`src/rtl/flappy_pkg.sv`:
```
// Constants shared by the tube generator, game controller and VGA renderer.
package flappy_pkg;
    localparam int SCREEN_H = 480;
    localparam int SCREEN_W = 640;
    localparam int TUBE_W   = 40;
    localparam int GAP_H    = 120;

    typedef enum logic [1:0] {
        ST_IDLE  = 2'd0,
        ST_PLAY  = 2'd1,
        ST_DYING = 2'd2,
        ST_OVER  = 2'd3
    } game_state_t;
endpackage

```
`src/rtl/tube_hit.sv`:
```
// Combinational overlap test of the bird square against one tube.
module tube_hit
    import flappy_pkg::*;
#(
    parameter int BIRD_X    = 160,
    parameter int BIRD_SIZE = 16
) (
    input  logic [9:0] x_pos,
    input  logic [9:0] y_pos,
    input  logic [9:0] bird_y,
    output logic       hit
);
    logic x_ovl, out_gap;

    // 11-bit sums so a tube near the right edge cannot wrap into view
    assign x_ovl   = ({1'b0, x_pos} < 11'(BIRD_X + BIRD_SIZE)) &&
                     ({1'b0, x_pos} + 11'(TUBE_W) > 11'(BIRD_X));
    assign out_gap = (bird_y < y_pos) ||
                     ({1'b0, bird_y} + 11'(BIRD_SIZE) > {1'b0, y_pos} + 11'(GAP_H));
    assign hit     = x_ovl && out_gap;
endmodule

```
`src/rtl/bird_game_ctrl.sv`:
```
// Bird physics, collision detection and IDLE/PLAY/DYING/OVER sequencing.
module bird_game_ctrl
    import flappy_pkg::*;
#(
    parameter int BIRD_X      = 160,
    parameter int BIRD_SIZE   = 16,
    parameter int Y_START     = 240,
    parameter int GRAVITY     = 1,
    parameter int FLAP_VEL    = -8,
    parameter int VMAX        = 10,
    parameter int DEATH_TICKS = 20
) (
    input  logic       clk10,
    input  logic       clr_n,
    input  logic       flap,
    input  logic [9:0] tube1_x_pos,
    input  logic [9:0] tube2_x_pos,
    input  logic [9:0] tube3_x_pos,
    input  logic [9:0] tube1_y_pos,
    input  logic [9:0] tube2_y_pos,
    input  logic [9:0] tube3_y_pos,
    input  logic [7:0] score,
    output logic [9:0] bird_y,
    output logic [1:0] state,
    output logic       collide,
    output logic       tubes_run,
    output logic [7:0] best_score
);
    localparam int NUM_TUBES = 3;
    localparam int CNT_W     = $clog2(DEATH_TICKS + 1);
    localparam logic signed [5:0]  FLAP_V  = 6'(FLAP_VEL);
    localparam logic signed [5:0]  VMAX_V  = 6'(VMAX);
    localparam logic signed [5:0]  GRAV_V  = 6'(GRAVITY);
    localparam logic signed [10:0] Y_FLOOR = 11'(SCREEN_H - BIRD_SIZE);

    game_state_t        st;
    logic signed [5:0]  vel, vel_grav, vel_next;
    logic signed [10:0] y_next;
    logic [CNT_W-1:0]   cnt;
    logic               flap_d, flap_ev, ground, hit_any, y_neg, y_floor;
    logic [NUM_TUBES-1:0][9:0] tube_x, tube_y;
    logic [NUM_TUBES-1:0]      tube_hits;

    assign tube_x = {tube3_x_pos, tube2_x_pos, tube1_x_pos};
    assign tube_y = {tube3_y_pos, tube2_y_pos, tube1_y_pos};

    for (genvar gi = 0; gi < NUM_TUBES; gi++) begin : g_tube
        tube_hit #(.BIRD_X(BIRD_X), .BIRD_SIZE(BIRD_SIZE)) u_hit (
            .x_pos (tube_x[gi]),
            .y_pos (tube_y[gi]),
            .bird_y(bird_y),
            .hit   (tube_hits[gi])
        );
    end

    assign flap_ev = flap & ~flap_d;
    assign ground  = ({1'b0, bird_y} + 11'(BIRD_SIZE)) >= 11'(SCREEN_H);
    assign hit_any = (|tube_hits) | ground;

    // A hit wins over a same-tick flap: the bird only gets gravity.
    always_comb begin
        vel_grav = (vel >= VMAX_V) ? VMAX_V : vel + GRAV_V;
        vel_next = (st == ST_PLAY && flap_ev && !hit_any) ? FLAP_V : vel_grav;
        y_next   = $signed({1'b0, bird_y}) + {{5{vel_next[5]}}, vel_next};
        y_neg    = y_next < 0;
        y_floor  = y_next >= Y_FLOOR;
    end

    assign state = st;

    always_ff @(posedge clk10 or negedge clr_n) begin
        if (!clr_n) begin
            st         <= ST_IDLE;
            bird_y     <= 10'(Y_START);
            vel        <= '0;
            collide    <= 1'b0;
            tubes_run  <= 1'b0;
            best_score <= '0;
            flap_d     <= 1'b0;
            cnt        <= '0;
        end else begin
            flap_d <= flap;
            case (st)
                ST_IDLE: begin
                    bird_y <= 10'(Y_START);
                    vel    <= '0;
                    if (flap_ev) begin
                        st        <= ST_PLAY;
                        vel       <= FLAP_V;
                        bird_y    <= 10'(Y_START + FLAP_VEL);
                        tubes_run <= 1'b1;
                    end
                end
                ST_PLAY: begin
                    vel    <= y_neg ? 6'sd0 : vel_next;
                    bird_y <= y_neg ? 10'd0 : y_next[9:0];
                    if (hit_any) begin
                        st        <= ST_DYING;
                        collide   <= 1'b1;
                        tubes_run <= 1'b0;
                        cnt       <= CNT_W'(DEATH_TICKS);
                    end
                end
                ST_DYING: begin
                    vel <= y_neg ? 6'sd0 : vel_next;
                    if (y_neg)        bird_y <= 10'd0;
                    else if (y_floor) bird_y <= 10'(SCREEN_H - BIRD_SIZE);
                    else              bird_y <= y_next[9:0];
                    if (y_floor || cnt <= CNT_W'(1)) begin
                        st  <= ST_OVER;
                        cnt <= '0;
                        if (score > best_score) best_score <= score;
                    end else begin
                        cnt <= cnt - CNT_W'(1);
                    end
                end
                ST_OVER: begin
                    if (flap_ev) begin
                        st      <= ST_IDLE;
                        bird_y  <= 10'(Y_START);
                        vel     <= '0;
                        collide <= 1'b0;
                    end
                end
                default: st <= ST_IDLE;
            endcase
        end
    end
endmodule

```
`config.mk`:
```
export PLATFORM = sky130hd
export DESIGN_NAME = bird_game_ctrl
export DESIGN_NICKNAME = d
export VERILOG_FILES = /design/src/rtl/flappy_pkg.sv /design/src/rtl/tube_hit.sv /design/src/rtl/bird_game_ctrl.sv
export SDC_FILE = /design/constraint.sdc
export NUM_CORES = 1
export LEC_CHECK = 0
export CAP_MARGIN = 20
export CELL_PAD_IN_SITES_DETAIL_PLACEMENT = 2
export CELL_PAD_IN_SITES_GLOBAL_PLACEMENT = 2
export CORE_UTILIZATION = 28
export DETAILED_ROUTE_END_ITERATION = 16
export GPL_TIMING_DRIVEN = 0
export PLACE_DENSITY_LB_ADDON = 0.1
export SLEW_MARGIN = 25
export SYNTH_ARGS = -nofsm -noshare
export SYNTH_HDL_FRONTEND = slang
export SYNTH_SLANG_ARGS = --single-unit
```
`constraint.sdc`:
```
create_clock -name clk10 -period 5.8 [get_ports clk10]
set_input_delay 0.58 -clock clk10 [delete_from_list [all_inputs] [get_ports clk10]]
set_output_delay 0.58 -clock clk10 [all_outputs]
set_load 0.01 [all_outputs]
```
-- Word level (Yosys, flattened, before mapping)
Index checks and enable logic that the tools add are counted.
- flip-flop bits (word level): 34
- input bits: 71
- output and inout port bits: 22
- word-level logic and storage cells: 96
- add/subtract/negate cells: 10
- order comparisons: 18
- eq/ne operators: 7
- mux-type cells: 26
- bitwise operators: 3
- reduce and logical (&&, ||, !) cells: 24
- operators by type and width (cell ; number):
    two-way mux 10 bit ; 4
    case mux 10 bit (4 select lines) ; 1
    adder 10 x 6 -> 11 bit (second input constant) ; 3
    adder 10 x 7 -> 11 bit (second input constant) ; 3
    greater-than comparator 11 bit ; 3
    greater-than comparator 11 x 8 -> 1 bit (second input constant) ; 3
    less-than comparator 10 bit ; 3
    less-than comparator 10 x 8 -> 1 bit (second input constant) ; 3
    two-way mux 6 bit ; 5
    case mux 6 bit (3 select lines) ; 1
    two-way mux 5 bit ; 3
    adder 10 x 11 -> 11 bit ; 1
    adder 10 x 5 -> 11 bit (second input constant) ; 1
    greater-or-equal comparator 11 x 10 -> 1 bit (second input constant) ; 1
    greater-or-equal comparator 11 x 9 -> 1 bit (second input constant) ; 1
    less-than comparator 11 x 1 -> 1 bit (second input constant) ; 1
    case mux 5 bit (2 select lines) ; 1
    AND reduction 3 bit ; 3
    greater-than comparator 8 bit ; 1
    logical AND 1 bit ; 8
    two-way mux 2 bit ; 4
    != test 2 bit (second input constant) ; 4
    case mux 2 bit (4 select lines) ; 1
    adder 6 x 2 -> 6 bit (second input constant) ; 1
    18 further kinds ; 28

-- Longest topological paths before layout
Gate-level depths: netlist of run 1.
- word-level depth: 14
- depth in mapped cells: 29
- mapped depth without buffers: 28

-- Cells and area by module
A second synthesis of run 1 with hierarchy kept.
- cells, all modules: 562
- area total of the unflattened synthesis: 4754.6 µm²
- by module, submodules not included (module ; times used ; cells each ; area each (µm²) ; seq. area each (µm²)):
    bird_game_ctrl ; 1 ; 301 ; 2772.7 ; 855.8
    tube_hit ; 3 ; 87 ; 660.6 ; 0.0

-- Worst setup path after synthesis of run 1
Ideal clock, no wire load.
- path type: reg-to-reg
- start point: register bird_y[4]
- end point: register best_score[0]
- setup time: 0.125 ns
- arrival: 5.661 ns
- data required time: 5.675 ns
- setup slack: 0.014 ns
- stages on the path, launching flop included: 25
- path buffers: 1
- period minus slack after synthesis: 5.786 ns
- cells stage by stage: dfstp_2 ha_1 and3_1 xor2_1 ha_1 a21o_1 a21o_1 a21oi_1 a221oi_1 or3b_1 or3_1 buf_2 nor2_1 nor3_1 ha_1 fa_1 a211oi_1 nor2_1 o22ai_1 o21bai_1 a21o_1 ha_1 a21oi_2 o21bai_4 mux2_2
- cells in the longest elaborated chain, start to end: 13
- elaborated cells between the ends (all ways): 23
- classes of those cells: 2 x add/sub; 8 x order compare; 1 x mux; 1 x bitwise; 11 x reduce/logical
- RTL lines (what ; line ; text):
    start: declaration ; bird_game_ctrl.sv:23 ; output logic [9:0] bird_y,
    start signal: assignment ; bird_game_ctrl.sv:74 ; bird_y <= 10'(Y_START);
    start signal: assignment ; bird_game_ctrl.sv:85 ; bird_y <= 10'(Y_START);
    start signal: assignment ; bird_game_ctrl.sv:90 ; bird_y <= 10'(Y_START + FLAP_VEL);
    adder 10 x 5 -> 11 bit ; tube_hit.sv:19, bird_game_ctrl.sv:57 ;
    greater-than comparator 11 bit ; tube_hit.sv:19 ; ({1'b0, bird_y} + 11'(BIRD_SIZE) > {1'b0, y_pos} + 11'(GAP_H));
    logical OR 1 bit ; tube_hit.sv:18 ; assign out_gap = (bird_y < y_pos) ||
    logical AND 1 bit ; tube_hit.sv:20 ; assign hit = x_ovl && out_gap;
    OR reduction 3 bit ; bird_game_ctrl.sv:58 ; assign hit_any = (|tube_hits) | ground;
    OR 1 bit ; bird_game_ctrl.sv:58 ;
    logical NOT 1 bit ; bird_game_ctrl.sv:63 ; vel_next = (st == ST_PLAY && flap_ev && !hit_any) ? FLAP_V : vel_grav;
    logical AND 1 bit ; bird_game_ctrl.sv:63 ;
    two-way mux 6 bit ; bird_game_ctrl.sv:63 ;
    adder 10 x 11 -> 11 bit * ; bird_game_ctrl.sv:64 ; y_next = $signed({1'b0, bird_y}) + {{5{vel_next[5]}}, vel_next};
    greater-or-equal comparator 11 x 10 -> 1 bit * ; bird_game_ctrl.sv:66 ; y_floor = y_next >= Y_FLOOR;
    logical OR 1 bit * ; bird_game_ctrl.sv:109 ; if (y_floor || cnt <= CNT_W'(1)) begin
    AND reduction 3 bit (no source line) * ; - ;
    end signal: assignment ; bird_game_ctrl.sv:112 ; if (score > best_score) best_score <= score;
    end: declaration ; bird_game_ctrl.sv:27 ; output logic [7:0] best_score
Every way passes the cells marked *; elsewhere a longest branch is shown, timed or not.
A chain may end at the register's enable or synchronous reset.

-- Worst setup path after layout of run 1
- start point: register bird_y[5]
- end point: register best_score[7]
The elaborated chain is that of the path after synthesis.

==> results.cfg, run 1 <==
[synthesis]
ys_warn_count = 0
syn_avg_cell_area_um2 = 8.440
synthMuxAreaShare = 0.03022
ys.flop_type = dfrtp_1
synth.distinct_cells = 68
synth_nets = 674
synth-simple-area-share = 0.1900
ys_top_cells_by_area = ha_1, dfrtp_1, xnor2_1
ys_ff_latch = 34
synth_edf_count = 0
async_flop_share = 1.000
synth_compound_area_frac = 0.2176
netlist_instances = 515
synth_top_family_by_area = adder cells
synth_xor_area_frac = 0.05642
synth_largest_area_cell = ha_1
ys_seq_area_frac = 0.1969
synth_top_area_frac = 0.2504
syn_area_um2 = 4347
synthAdderAreaFrac = 0.2550

[global_route]
grt_max_degree = 27
grt_pass1_vias = 5107
grt_overflow_total = 0
grt_pass1_wl_mm = 25.75
gr-usage-met2 = 0.3975
grt_usage = 0.2016
top_usage_layer = met2
grt_util_met3 = 0.01434
grt_use_met1 = 0.2365
antenna_found_initial = 0

[placement]
gp_congestion = 0.7644
dp_cells = 796
dpl.hpwl_mm = 12.38
numPortBuffers = 92

[floorplanning]
die-area_um2 = 16030
die_y_um = 126.6
fp.dieW_um = 126.6
core_um2 = 15200
io_pins = 93
initial_core_util = 0.2859
rows = 45

[power_and_ir_drop]
power_uw = 3249
p_per_area_nw_per_um2 = 489.8
leakagePower_uw = 0.003031
worst_ir_drop_vdd_uv = 237.3

[critical_path]
path_max_fanout = 8
endpoint_kind = flip-flop
critical_path_arrival_ps = 6000
cp_top_family = compound AO/OA/AOI/OAI gates
crit_type = reg2reg
path_buf_inv = 5
start_kind = flip-flop
cpMostUsedCell = ha_1
slowest_delay_ps = 580
critPathRequiredTime_ps = 5960
r2r_setup_slack_ps = -40
critPathSlowestCell = dfstp_2

[outcome]
status = finished, violations left
violations = setup timing

[sta]
rsz0062_at_grt = yes
tightest_slew_ps = 908.9
finalCriticalPeriod_ps = 5841
drv_slew = 0
fin_skew_ps = 4.274
setup_viol = 10
slew_headroom = 0.3885
final-hold-violation-count = 0
worst_slack_ps = -40.57
fin_crit_sh = 1.007
max_freq_ghz = 0.1712

[layout]
antenna_cells = 0
areaGrowthSynthToFinish_pct = 52.59
num-fill-cells = 1668
nets = 820
stdcell_count = 850
utilization = 0.4363
drive_gt1_frac = 0.2447

[clock_tree]
clkSinkCount = 34
clk_latency_ps = 280
clk_path_buf_depth = 2
htree_levels = 2
cts_inserted_buffers = 5
root_buffer = clkbuf_16
path_clk_slew_ps = 60
hold_buffers = 0
cts_tree = done

[drt]
wl_per_cell_um = 19.38
drc = 0
vias = 4524
drt_iter0_markers = 96
ant_nets = 0
first_pass_iters = 4
routed_wl_mm = 16.47
viasPerCell = 5.322

[hold_path]
hold_class = in2async

[flow_run]
maxCapViolCount = 0
==> path summary, 6_finish.rpt <==
kind	startpoint	to	cells after the start
worst max-delay path	bird_y[5]	best_score[7]	25
worst min-delay path	clr_n	best_score[4]	1
worst max register to register	bird_y[5]	best_score[7]	25
worst min register to register	best_score[6]	best_score[6]	1
max in group asynchronous	clr_n	bird_y[6]	2
min in group clk10	best_score[6]	best_score[6]	1
==> kinds of logic (layout without fill, tap and decap cells) <==
kind of cell | after synthesis | count (layout)
adders and majority gates | 88 | 88
and+or+nand+nor | 157 | 157
AOI/OAI and AO/OA | 136 | 136
buffers and inverters | 60 | 207
xor gates and xnor gates | 28 | 28
DFF | 34 | 34
muxes | 12 | 12
==> layout make-up <==
class	instances	area, µm²	share of cell area
Buffer	5	30.03	0.004527
Clock buffer	5	125.1	0.01886
Clock inverter	3	40.04	0.006037
Inverter	52	195.2	0.02943
Multi-Input combinational cell	421	3804	0.5735
Sequential cell	34	859.6	0.1296
Tap cell	188	235.2	0.03547
Timing Repair Buffer	142	1344	0.2026
==> report_power, final <==
part | total [µW] | switching [µW] | internal, µW | leakage, µW
clock network | 310 | 109 | 201 | 0.0000836
logic | 2440 | 1250 | 1190 | 0.00252
registers | 498 | 147 | 351 | 0.000423
total | 3250 | 1510 | 1740 | 0.00303
==> metal layers <==
metal	vias up	share of wire
met5	-	0
met4	0	0.011
met3	12	0.021
met2	69	0.54
met1	2248	0.43
li1	2195	-
==> metrics by stage <==
| stage | setup TNS, ps | area, µm² | worst slack, ps | hold slack [ps] |
|---|---|---|---|---|
| final | -270.9 | 6633 | -40.57 | 165.2 |
| after global routing | -4347 | 6633 | -266.5 | 181.3 |
| after CTS | -425.4 | 6115 | -68.92 | 171.3 |
| after detailed placement | -42790 | 5519 | -1654 | 470.7 |
| after global placement | -39950 | 5503 | -1495 | 514.7 |
| after floorplan | 0 | 4347 | 13.81 | 284.4 |
==> cells in the final DEF (no fill, tap or decap), types with 12 or more instances in the layout <==
cell type,instances
o21ai_0,19
clkdlybuf4s50_1,81
dfrtp_1,30
ha_1,75
nor3_1,12
buf_4,43
nand2_1,33
a21o_1,12
a21oi_1,22
nor2_1,17
nand3_1,16
xnor2_1,16
inv_1,49
==> state kept, by name, summed over array words and instances (netlist names) <==
name and flops:
tubes_run 1, bird_y 10, best_score 8, state 2, vel 6, flap_d 1, collide 1, cnt 5
==> synth_stat cells (4+ instances only) <==
cell	n
ha_1	87
inv_1	52
nand2_1	37
a21oi_1	30
dfrtp_1	30
o21ai_0	24
xnor2_1	24
nor2_1	22
nand3_1	21
nor3_1	19
a21o_1	12
mux2_2	9
a211oi_1	8
nand4_1	8
nor2b_1	8
clkbuf_1	6
o211ai_1	6
a22o_1	5
and3_1	5
nand2b_1	5
nand3b_1	5
nor4_1	5
o21ai_1	5
a2111oi_0	4
dfstp_2	4
nor3b_1	4
o21a_1	4
or3_1	4
xor2_1	4
==> repair_timing <==
action / CTS / global route
cloned: 0 / 0
endpoints found under the setup margin: 31 / 29
resized for setup: 59 / 76
pin swaps: 23 / 46
buffers inserted: 25 / 25
(Power assumes the default switching activity.)
==> run 2: changes to the inputs <==
- SKIP_CTS_REPAIR_TIMING: default -> 1
==> run 2 against run 1 <==
  * The flow still finishes with violations (setup timing)
  * Non-clock buffer count decreased by 15
  * Register-to-register slack got worse by 120 ps
  * Worst hold slack better by 2.4 ps
  * Global-route usage is 0.90 points lower
  * Die area is the same
  * Combinational power is 7% lower
  * Total power is 4.2% lower
  * Flip-flop and latch count unchanged
  * Sequential share of layout area increased by 0.28 points
  * Fmax fell by 2.0%
  * Sequential power is 8.0% higher
  * Count of clock-buffer cells in the layout unchanged
  * Largest power group unchanged
==> results.cfg, run 2 (synthesized netlist as in run 1, its figures left out) <==
[outcome]
status = finished, violations left
violations = setup timing

[clock_tree]
path_clk_slew_ps = 60
root_buffer = clkbuf_16
htree_levels = 2
clk_latency_ps = 280
cts_tree = done
clk_path_buf_depth = 2
clkSinkCount = 34
cts_inserted_buffers = 5

[layout]
largest_register_ffs = 10
regMostFlops = bird_y
utilization = 0.4289
most-common-layout-cells = clkdlybuf4s50_1, ha_1, inv_1, nand2_1
layout_commonest_cell = clkdlybuf4s50_1
nets = 805
antenna_cells = 0
drive_gt1_frac = 0.2040
top_regs = bird_y x10, best_score x8, vel x6
areaGrowthSynthToFinish_pct = 50.00

[floorplanning]
die_y_um = 126.6
die-area_um2 = 16030
rows = 45
fp.dieW_um = 126.6
io_pins = 93
initial_core_util = 0.2859
core_um2 = 15200

[drt]
wl_per_cell_um = 18.91
viasPerCell = 5.375
routed_wl_mm = 15.79
vias = 4488
drt_iter0_markers = 72
first_pass_iters = 4
ant_nets = 0
drc = 0

[power_and_ir_drop]
p_per_area_nw_per_um2 = 477.6
leakagePower_uw = 0.002987
worst_ir_drop_vdd_uv = 241.6

[placement]
dpl.hpwl_mm = 12.38
numPortBuffers = 92
gp_congestion = 0.7644

[sta]
tightest_slew_ps = 874.5
finalCriticalPeriod_ps = 5960
worst_slack_ps = -160.2
drv_slew = 0
setup_viol = 13
final-hold-violation-count = 0
fin_skew_ps = 4.830
max_freq_ghz = 0.1678
fin_crit_sh = 1.028
rsz0062_at_grt = yes
slew_headroom = 0.4116
tns_ps = -1484

[critical_path]
cp_top_family = simple AND/OR/NAND/NOR gates
path_max_fanout = 8
endpoint_kind = flip-flop
critical_path_arrival_ps = 6120
crit_type = reg2reg
critPathRequiredTime_ps = 5960
start_kind = flip-flop
critPathSlowestCell = dfstp_2
path_buf_inv = 4
slowest_delay_ps = 640

[global_route]
grt_overflow_total = 0
grt_max_degree = 27
grt_pass1_wl_mm = 24.65
grt_pass1_vias = 4943
grt_usage = 0.1927
antenna_found_initial = 0

[flow_run]
maxCapViolCount = 0

[hold_path]
hold_class = in2async
run 2: where the power goes:
part | switching, µW | leakage [µW] | internal (µW)
registers | 184 | 0.000423 | 355
clock network | 106 | 0.0000836 | 201
logic | 1170 | 0.00248 | 1100
total | 1460 | 0.00299 | 1650
run 2: layer usage:
metal	share of wire	global-route usage
met1	0.44	0.2269
met2	0.54	0.3848
met3	0.015	0.01350
met4	0.013	0.02551
met5	0	0
run 2: area by class of cell:
type / instances / area, µm²
sequential: 34 / 863.3
clock inverter: 3 / 40.04
timing repair buffer: 126 / 1229
buffer: 6 / 50.05
fill: 1671 / 8682
inverter: 52 / 195.2
multi-input combinational: 421 / 3782
clock buffer: 5 / 125.1
tap: 188 / 235.2
run 2: per-stage QoR:
step / instance area (µm²) / setup WS (ps) / hold WS, ps / cells / power (µW)
2_1_floorplan: 4347 / 13.81 / 284.4 / 515 / 1651
3_3_place_gp: 5503 / -1495 / 514.7 / 795 / 2223
3_5_place_dp: 5519 / -1654 / 470.7 / 796 / 2320
4_1_cts: 5684 / -1565 / 171.3 / 804 / 2648
5_1_grt: 6520 / -357.6 / 181.3 / 835 / 3382
6_report: 6520 / -160.2 / 167.6 / 835 / 3114
run 2: worst reg2reg max path: stages, from the launching register on:
cell and delay (ps):
dfstp_2 640, buf_6 140, and2_4 150, nand4_4 130
xnor2_4 390, ha_4 270, and4_1 220, o221ai_1 90
a221oi_2 100, or3b_4 420, or3_4 410, buf_8 150
nor2_4 150, nor3_2 60, ha_2 220, fa_2 420
a211oi_4 250, buf_4 140, o21bai_1 70, a21oi_1 160
xnor2_1 160, nand4_1 230, a21oi_4 320, o21bai_4 100
buf_12 180, mux2_4 300
run 2: path summary, 6_finish.rpt:
kind | from | endpoint | slack, ps | cells past startpoint
worst min register to register | best_score[6] | best_score[6] | 540 | 1
min in group clk10 | best_score[6] | best_score[6] | 540 | 1
max in group asynchronous | clr_n | bird_y[6] | 5140 | 2
worst min-delay path | clr_n | best_score[3] | 170 | 1
worst max-delay path | bird_y[5] | best_score[7] | -160 | 25
worst max register to register | bird_y[5] | best_score[7] | -160 | 25
==> run 3: changes to the inputs <==
--- a/config.mk
+++ b/config.mk
@@ -13,2 +13,3 @@
 export GPL_TIMING_DRIVEN = 0
+export MAX_ROUTING_LAYER = met4
 export PLACE_DENSITY_LB_ADDON = 0.1
--- a/constraint.sdc
+++ b/constraint.sdc
@@ -3,2 +3,2 @@
 set_output_delay 0.58 -clock clk10 [all_outputs]
-set_load 0.01 [all_outputs]
+set_load 0.02 [all_outputs]
==> run 3 against run 2 <==
  * The flow still finishes with violations (setup timing)
  * Final area shrank 0.54%
  * Via count shrank 0.85%
  * Sequential share of layout area grew 0.19 points
  * Global-route usage grew 0.57 points
  * Combinational power is essentially flat
  * Count of clock-buffer cells in the layout is the same
  * Final cell count is the same
  * First-iteration DRC count grew 26%
  * Wire length grew 0.25%
  * Flip-flop and latch count is the same
  * Clock skew shrank 0.99 ps
  * Worst hold slack gained 31 ps
  * Highest routed layer unchanged
==> results.cfg, run 3 (synthesized netlist as in run 1, its figures left out) <==
[outcome]
status = finished, violations left
violations = setup timing

[critical_path]
r2r_start = bird_y[4]
cp-endpoint = best_score[7]
endpoint_kind = flip-flop
critical_path_arrival_ps = 6040
crit_type = reg2reg
reg2reg_to = best_score[7]
path_max_fanout = 8
start_kind = flip-flop
critPathRequiredTime_ps = 5970
r2r_cells = 25
r2r_setup_slack_ps = -70
crit_start = bird_y[4]

[global_route]
grt_pass1_vias = 4757
grt_pass1_wl_mm = 24.39
grt_usage = 0.1983
grt_max_degree = 23
grt_overflow_total = 0
antenna_found_initial = 0

[placement]
place_area_um2 = 5532
numPortBuffers = 92
pre_cts_slack_ps = -1591
dp_cells = 796
dpl.hpwl_mm = 12.36
gp_congestion = 0.8129

[layout]
drive_gt1_frac = 0.2117
layout_commonest_cell = clkdlybuf4s50_1
top_regs = bird_y x10, best_score x8, vel x6
areaGrowthSynthToFinish_pct = 49.19
largest_register_ffs = 10
nets = 805
antenna_cells = 0
regMostFlops = bird_y
stdcell_count = 835
most-common-layout-cells = clkdlybuf4s50_1, ha_1, inv_1, nand2_1, dfrtp_1
fin_area_um2 = 6485

[floorplanning]
core_um2 = 15200
initial_core_util = 0.2859
fp.dieW_um = 126.6
rows = 45
die-area_um2 = 16030
die_y_um = 126.6
io_pins = 93

[power_and_ir_drop]
swShare = 0.4795
p_comb_frac = 0.730
p_clk_frac = 0.098
switching_power_uw = 1511
internal_power_uw = 1640
leakagePower_uw = 0.002929
power_uw = 3150
p_per_area_nw_per_um2 = 485.8
power_frac_seq = 0.172
worst_ir_drop_vdd_uv = 205.7

[sta]
max_freq_ghz = 0.1704
worst_slack_ps = -70.15
timing.hold.ws_ps = 198.5
setup_viol = 11
fin_skew_ps = 3.840
rsz0062_at_grt = yes
finalCriticalPeriod_ps = 5870
drv_slew = 0
final-hold-violation-count = 0
tightest_slew_ps = 844.7
slew_headroom = 0.4317
fin_crit_sh = 1.012

[clock_tree]
path_clk_slew_ps = 60
cts_tree = done
clk_path_buf_depth = 2
clk_latency_ps = 280
htree_levels = 2
clkSinkCount = 34
cts_inserted_buffers = 5
root_buffer = clkbuf_16

[drt]
first_pass_iters = 4
viasPerCell = 5.329
ant_nets = 0
routed_wl_mm = 15.83
drc = 0
vias = 4450
wl_per_cell_um = 18.95
drt_iter0_markers = 91

[hold_path]
hold_class = in2async

[flow_run]
maxCapViolCount = 0
[run 3: power groups by stage]
| stage | clock (µW) | combinational [µW] | sequential (µW) |
|---|---|---|---|
| after floorplan | 0 | 1170 | 547 |
| after global placement | 0 | 1760 | 531 |
| after detailed placement | 0 | 1840 | 539 |
| after CTS | 317 | 1860 | 536 |
| after global routing | 325 | 2530 | 565 |
| final | 309 | 2300 | 540 |
[run 3: worst min path at each step]
stage,endpoint,slack [ps],cells past startpoint
after floorplan,best_score[0],280,0
after global placement,best_score[6],520,1
after detailed placement,best_score[6],510,1
after CTS,best_score[7],210,1
after global routing,best_score[6],220,1
final,best_score[6],200,1
[run 3: critical path: stages, from the launching register on]
cell	delay (ps)
dfstp_4	660
buf_6	110
and2_4	150
nand4_4	130
xnor2_4	350
ha_4	260
and4_1	230
o221ai_2	80
a221oi_2	90
or3b_4	410
or3_4	400
buf_6	150
nor2_4	170
nor3_2	60
ha_2	230
fa_2	420
buf_4	170
a21oi_2	170
nor2b_4	70
mux2i_1	130
a211oi_2	220
nand4_1	210
a21oi_4	340
o21bai_4	90
buf_12	170
mux2_2	260
[run 3: final cells by class]
type	instances	area [µm²]
repair buffers	126	1231
well taps	188	235.2
flip-flops and latches	34	870.8
fillers	1666	8717
plain buffers	6	41.29
clock buffers	5	125.1
multi-input cells	421	3746
clock inverters	3	40.04
inverters	52	195.2
[run 3: routing by layer]
layer	track usage	wire length (µm)	part of all wire	vias up
met4	0.02977	286	0.018	0
met3	0.01434	473	0.030	16
met1	0.2353	6692	0.42	2194
met2	0.3711	8372	0.53	70
li1	-	-	-	2170
met5	-	0	0	-
[run 3: metrics by stage]
step           TNS, ps  utilization
3_3_place_gp    -41670       0.3628
3_5_place_dp    -39870       0.3639
2_1_floorplan        0            -
4_1_cts         -33470       0.3747
6_report        -611.5       0.4266
5_1_grt          -6673       0.4266
